$ cat src/rtl/qam16_pkg.sv
// -----------------------------------------------------------------------------
// qam16_pkg
// Shared definitions for the QAM16 receive-side deframer.
//   state_t           : deframer state (HUNT for sync, PAYLOAD while packing)
//   SYM_W             : width of one demodulated symbol nibble
//   SYNC_BITS         : width of the frame sync word
//   DEFAULT_SYNC_WORD : default frame sync pattern, first nibble in [15:12]
// -----------------------------------------------------------------------------
package qam16_pkg;

  localparam int SYM_W     = 4;
  localparam int SYNC_BITS = 16;

  localparam logic [SYNC_BITS-1:0] DEFAULT_SYNC_WORD = 16'hA5C3;

  typedef enum logic {
    HUNT    = 1'b0,
    PAYLOAD = 1'b1
  } state_t;

endpackage : qam16_pkg

$ cat src/rtl/qam16_sync_detect.sv
// -----------------------------------------------------------------------------
// qam16_sync_detect
// Nibble shift register plus sync-word comparator.
// Ports:
//   clk, reset   : clock, synchronous active-high reset
//   i_enable     : shift and compare only while hunting
//   i_clear      : zero the shift register
//   i_sym_valid  : i_sym_data is valid this cycle
//   i_sym_data   : demodulated nibble
//   o_match      : combinational pulse, the current nibble completes SYNC_WORD
// -----------------------------------------------------------------------------
module qam16_sync_detect
  import qam16_pkg::*;
#(
  parameter logic [SYNC_BITS-1:0] SYNC_WORD = DEFAULT_SYNC_WORD
) (
  input  logic             clk,
  input  logic             reset,
  input  logic             i_enable,
  input  logic             i_clear,
  input  logic             i_sym_valid,
  input  logic [SYM_W-1:0] i_sym_data,
  output logic             o_match
);

  logic [SYNC_BITS-1:0] r_sr;
  logic [SYNC_BITS-1:0] w_sr_next;

  // Candidate window includes the nibble arriving now, so the match is
  // reported in the same cycle as the final sync nibble.
  assign w_sr_next = {r_sr[SYNC_BITS-SYM_W-1:0], i_sym_data};
  assign o_match   = i_enable && i_sym_valid && (w_sr_next == SYNC_WORD);

  // NOTE: sequential state uses non-blocking assignments so every flop
  // samples pre-edge values regardless of block ordering.
  always_ff @(posedge clk) begin
    if (reset) begin
      r_sr <= '0;
    end else if (i_clear || o_match) begin
      r_sr <= '0;
    end else if (i_enable && i_sym_valid) begin
      // Not cleared on mismatch, so overlapping patterns are still found.
      r_sr <= w_sr_next;
    end
  end

endmodule : qam16_sync_detect

$ cat src/rtl/qam16_rx_deframer.sv
// -----------------------------------------------------------------------------
// qam16_rx_deframer
// Hunts for a 16-bit sync word in the demodulated nibble stream, then packs
// PAYLOAD_BYTES bytes (first nibble in [7:4]) onto a valid/ready interface.
// Ports:
//   clk, reset   : clock, synchronous active-high reset
//   sym_valid    : one-cycle strobe, sym_data valid
//   sym_data     : demodulated nibble
//   byte_data    : packed payload byte, stable while stalled
//   byte_valid   : byte_data valid, held until accepted
//   byte_ready   : consumer accepts when byte_valid && byte_ready
//   locked       : high while in PAYLOAD
//   frame_start  : one-cycle pulse after sync detection
//   frame_done   : one-cycle pulse with the last payload byte
//   overflow     : sticky, a completed byte was dropped under backpressure
// -----------------------------------------------------------------------------
module qam16_rx_deframer
  import qam16_pkg::*;
#(
  parameter logic [SYNC_BITS-1:0] SYNC_WORD     = DEFAULT_SYNC_WORD,
  parameter int                   PAYLOAD_BYTES = 8
) (
  input  logic             clk,
  input  logic             reset,
  input  logic             sym_valid,
  input  logic [SYM_W-1:0] sym_data,
  output logic [7:0]       byte_data,
  output logic             byte_valid,
  input  logic             byte_ready,
  output logic             locked,
  output logic             frame_start,
  output logic             frame_done,
  output logic             overflow
);

  localparam int             CNT_W    = $clog2(PAYLOAD_BYTES + 1);
  localparam logic [CNT_W-1:0] LAST_IDX = CNT_W'(PAYLOAD_BYTES - 1);

  state_t             r_state;
  state_t             w_state_next;
  logic [SYM_W-1:0]   r_hi;
  logic               r_phase;
  logic [CNT_W-1:0]   r_count;
  logic [7:0]         r_byte_data;
  logic               r_byte_valid;
  logic               r_frame_start;
  logic               r_frame_done;
  logic               r_overflow;

  logic               w_match;
  logic               w_byte_done;
  logic               w_last;
  logic               w_can_load;

  qam16_sync_detect #(
    .SYNC_WORD (SYNC_WORD)
  ) u_sync_detect (
    .clk         (clk),
    .reset       (reset),
    .i_enable    (r_state == HUNT),
    .i_clear     (r_state == PAYLOAD),
    .i_sym_valid (sym_valid),
    .i_sym_data  (sym_data),
    .o_match     (w_match)
  );

  // A byte completes on the second nibble of each pair while in PAYLOAD.
  assign w_byte_done = (r_state == PAYLOAD) && sym_valid && r_phase;
  assign w_last      = w_byte_done && (r_count == LAST_IDX);
  // The output slot is free if empty or being drained on this edge.
  assign w_can_load  = !r_byte_valid || byte_ready;

  // ---------------------------------------------------------------------------
  // FSM
  // ---------------------------------------------------------------------------
  always_ff @(posedge clk) begin
    if (reset) begin
      r_state <= HUNT;
    end else begin
      r_state <= w_state_next;
    end
  end

  // NOTE: a default on the first line of the block keeps every path assigned,
  // so no latch is inferred.
  always_comb begin
    w_state_next = r_state;
    unique case (r_state)
      HUNT:    if (w_match) w_state_next = PAYLOAD;
      PAYLOAD: if (w_last)  w_state_next = HUNT;
      default: w_state_next = HUNT;
    endcase
  end

  // ---------------------------------------------------------------------------
  // Packing, frame counter and status pulses
  // ---------------------------------------------------------------------------
  always_ff @(posedge clk) begin
    if (reset) begin
      r_hi          <= '0;
      r_phase       <= 1'b0;
      r_count       <= '0;
      r_frame_start <= 1'b0;
      r_frame_done  <= 1'b0;
    end else begin
      r_frame_start <= w_match;
      r_frame_done  <= w_last;

      if (w_match) begin
        r_phase <= 1'b0;
        r_count <= '0;
      end else if ((r_state == PAYLOAD) && sym_valid) begin
        r_phase <= ~r_phase;
        if (!r_phase) begin
          r_hi <= sym_data;
        end else begin
          // Dropped bytes count too, keeping the frame boundary aligned.
          r_count <= w_last ? '0 : r_count + 1'b1;
        end
      end
    end
  end

  // ---------------------------------------------------------------------------
  // Output handshake and overflow
  // ---------------------------------------------------------------------------
  always_ff @(posedge clk) begin
    if (reset) begin
      r_byte_data  <= '0;
      r_byte_valid <= 1'b0;
      r_overflow   <= 1'b0;
    end else begin
      if (w_byte_done && w_can_load) begin
        r_byte_data  <= {r_hi, sym_data};
        r_byte_valid <= 1'b1;
      end else if (r_byte_valid && byte_ready) begin
        r_byte_valid <= 1'b0;
      end

      if (w_byte_done && !w_can_load) begin
        r_overflow <= 1'b1;
      end
    end
  end

  assign byte_data   = r_byte_data;
  assign byte_valid  = r_byte_valid;
  assign locked      = (r_state == PAYLOAD);
  assign frame_start = r_frame_start;
  assign frame_done  = r_frame_done;
  assign overflow    = r_overflow;

endmodule : qam16_rx_deframer

$ cat config.mk
export PLATFORM = sky130hd
export DESIGN_NAME = qam16_rx_deframer
export DESIGN_NICKNAME = d
export VERILOG_FILES = /design/src/rtl/qam16_pkg.sv /design/src/rtl/qam16_sync_detect.sv /design/src/rtl/qam16_rx_deframer.sv
export SDC_FILE = /design/constraint.sdc
export NUM_CORES = 1
export LEC_CHECK = 0
export CAP_MARGIN = 10
export CORE_UTILIZATION = 52
export CTS_BUF_LIST = sky130_fd_sc_hd__clkbuf_16
export DETAILED_ROUTE_END_ITERATION = 12
export GPL_ROUTABILITY_DRIVEN = 0
export PLACE_DENSITY = 0.85
export SYNTH_ARGS = -nofsm -noshare
export SYNTH_HDL_FRONTEND = slang
export SYNTH_HIERARCHICAL = 1
export SYNTH_SLANG_ARGS = --single-unit
$ cat constraint.sdc
create_clock -name clk -period 2.5 [get_ports clk]
set_clock_uncertainty 0.05 [all_clocks]
set_input_delay 0.25 -clock clk [delete_from_list [all_inputs] [get_ports clk]]
set_output_delay 0.25 -clock clk [all_outputs]
set_load 0.1 [all_outputs]
==> results.yml <==
routing:
  route.detailed.drc: 0
  viasPerCell: 5.65
  post_drt_wl_per_cell_um: 14.3
  ant_nets: 0
  routed_wl_um: 2900
  initialDrtViolationCount: 28
  vias: 1147
  drt-pass1-iter-count: 5
grt:
  antenna_found_initial: 0
  met3_usage: 0.0862
  grt_pass1_vias: 1066
  overflow: 0
  busiest_layer: "met2"
  grt_max_degree: 23
  grt_use_total: 0.234
  grt_use_met1: 0.267
  grt_first_pass_wirelength_um: 4650
  grtUsageMet2: 0.392
layout:
  nets: 181
  layout.cells.non_filler: 203
  diodes: 0
  drive_above_1_share: 0.179
  syn_to_final_growth_pct: 25.7
  utilization: 0.694
sta:
  max_freq_mhz: 455
  grt_setup_unrepaired: "no"
  relSlewSlack: 0.372
  tightest_slew_ns: 0.929
  setup_viol: 0
  hold_violations: 0
  whs_ns: 0.418
  finalMaxSlewViolations: 0
  min_period_ns: 2.20
  finalSetupTns_ns: 0
  post-route-period-util: 0.879
setup_path:
  required_ns: 2.61
  worstPathMaxFanout: 4
  crit_buf_inv: 1
  worstPathArrival_ns: 2.31
  r2r-start: "locked"
  cp_slowest_cell: "nor4bb_1"
  setup.worst_path.class: "input port to flop"
  crit_chain: "clkdlybuf4s50_1 > or4b_4 > nor3_4 > and2_1 > nor4bb_1 > mux2i_1 > nor2_1"
  cp-end-kind: "flop"
  cpPeakStageDelay_ns: 0.80
  crit_start: "sym_data[2]"
  cp-start-kind: "input port"
  path_delay_family: "simple AND/OR/NAND/NOR gates"
yosys:
  yosysWarnings: 6
  synth.area.top_cells: "dfxtp_1, mux2i_1, a21oi_1, nand2_1, nand3_1"
  syn_area_per_cell_um2: 9.30
  synth_cell_type_count: 32
  synth_ff_type: "dfxtp_1"
  synth_edf_count: 0
  netlist_area_mm2: 0.00137
  synth_top_area_cell: "dfxtp_1"
  syn-num-nets: 156
  synth_top_area_frac: 0.498
  ys_ff_latch: 34
  ys_seq_area_frac: 0.498
  synth_async_sr_flop_share: 0
  syn-instance-count: 147
clock_network:
  post_cts_resized: 0
  cts_max_path_buffers: 2
  clk_pin_slew_ns: 0.05
  cts_max_level: 2
  cts_hold_buf: 0
  postCtsSetupRepairBufs: 0
  cts_tree: "built"
  clock-sinks: 34
  worstSkewPairLatency_ns: 0.28
  cts_buffers: 5
  cts_root_buf: "clkbuf_16"
die:
  core_area_mm2: 0.00248
  fp.dieH_um: 53.3
  fp-row-count: 18
  pin_count: 21
  die_w_um: 53.3
  start_util: 0.552
  die_area_mm2: 0.00284
power_and_ir_drop:
  total_power_mw: 1.17
  vdd_drop_max_v: 0.000713
  p_per_area_mw_per_mm2: 682
  p_leak_nw: 0.664
flow_run:
  drv_cap: 0
hold_path:
  min_from: "u_sync_detect/r_sr[9]"
  hp-class: "flop to flop"
outcome:
  status: "finished, final reports clean"
placement:
  dp_cells: 195
  numPortBuffers: 20
  hpwl_um: 2050
-- synth_stat cells (all sizes together), types with 4 or more instances --
library cell	number
nor3	6
buf	5
nor2	7
a21oi	16
mux2i	12
a211oi	6
nand2	17
clkbuf	4
o21ai	9
dfxtp	34
nand3	10
-- logic make-up after synthesis --
logic type               Yosys count  share of synthesized area
AND/OR/NAND/NOR                   56                      0.226
flip-flops                        34                      0.498
AO/OA/AOI/OAI                     32                      0.131
multiplexers                      12                     0.0878
buffers and inverters             10                     0.0357
XOR/XNOR                           2                     0.0128
adder cells (fa/ha/maj)            1                    0.00915
-- power by group --
group          switching (mW)  leakage (nW)  internal [mW]
clock network           0.208        0.0724          0.359
logic                  0.0261         0.316         0.0242
registers             0.00527         0.275          0.550
-- stage by stage --
step / instance area (um2) / worst slack, ns
finish: 1720 / 0.303
detailed placement: 1580 / 0.0428
floorplan: 1370 / 0.278
CTS: 1720 / 0.333
global placement: 1580 / 0.110
global route: 1720 / 0.209
-- worst register-to-register path, stage by stage, from the launching register on --
cell,delay (ns)
dfxtp_2,0.39
inv_1,0.07
nand2_1,0.10
nor4_2,0.05
and2_1,0.17
nor4bb_1,0.80
mux2i_1,0.29
nor2_1,0.06
-- flip-flops by register name, indices dropped and copies added (netlist names) --
register / cells
locked: 1
frame_start: 1
r_hi: 4
byte_data: 8
u_sync_detect/r_sr: 12
overflow: 1
byte_valid: 1
r_count: 4
r_phase: 1
frame_done: 1
-- layout make-up --
| type | count | area (um2) |
|---|---|---|
| fillers | 197 | 758 |
| inverters | 1 | 3.75 |
| well taps | 30 | 37.5 |
| flip-flops and latches | 34 | 682 |
| clock buffers | 5 | 125 |
| repair buffers | 27 | 220 |
| clock inverters | 3 | 12.5 |
| multi-input cells | 103 | 638 |
-- path summary, 6_finish.rpt --
kind	to	depth (start not counted)	slack, ns
worst min register to register	u_sync_detect/r_sr[9]	2	0.42
worst min-delay path	u_sync_detect/r_sr[9]	2	0.42
worst max-delay path	r_hi[1]	7	0.30
worst max register to register	r_hi[1]	7	0.41
-- layout by cell type, fill, tap and decap left out, types with 5 or more instances in the layout --
cell	Yosys	layout
nor3_1	5	5
dfxtp_1	34	33
mux2i_1	12	12
nand2_1	17	17
a21oi_1	16	16
buf_4	2	20
clkbuf_16	0	5
nand3_1	10	10
a211oi_1	6	6
o21ai_0	9	9
clkdlybuf4s50_1	0	7
nor2_1	7	7
-- routing by layer --
layer | vias to the layer above | part of all wire
met5 | - | 0
met4 | 0 | 0.013
met3 | 4 | 0.047
met2 | 29 | 0.51
met1 | 543 | 0.43
li1 | 571 | -
Note: power is estimated with default switching activity, not from simulation.
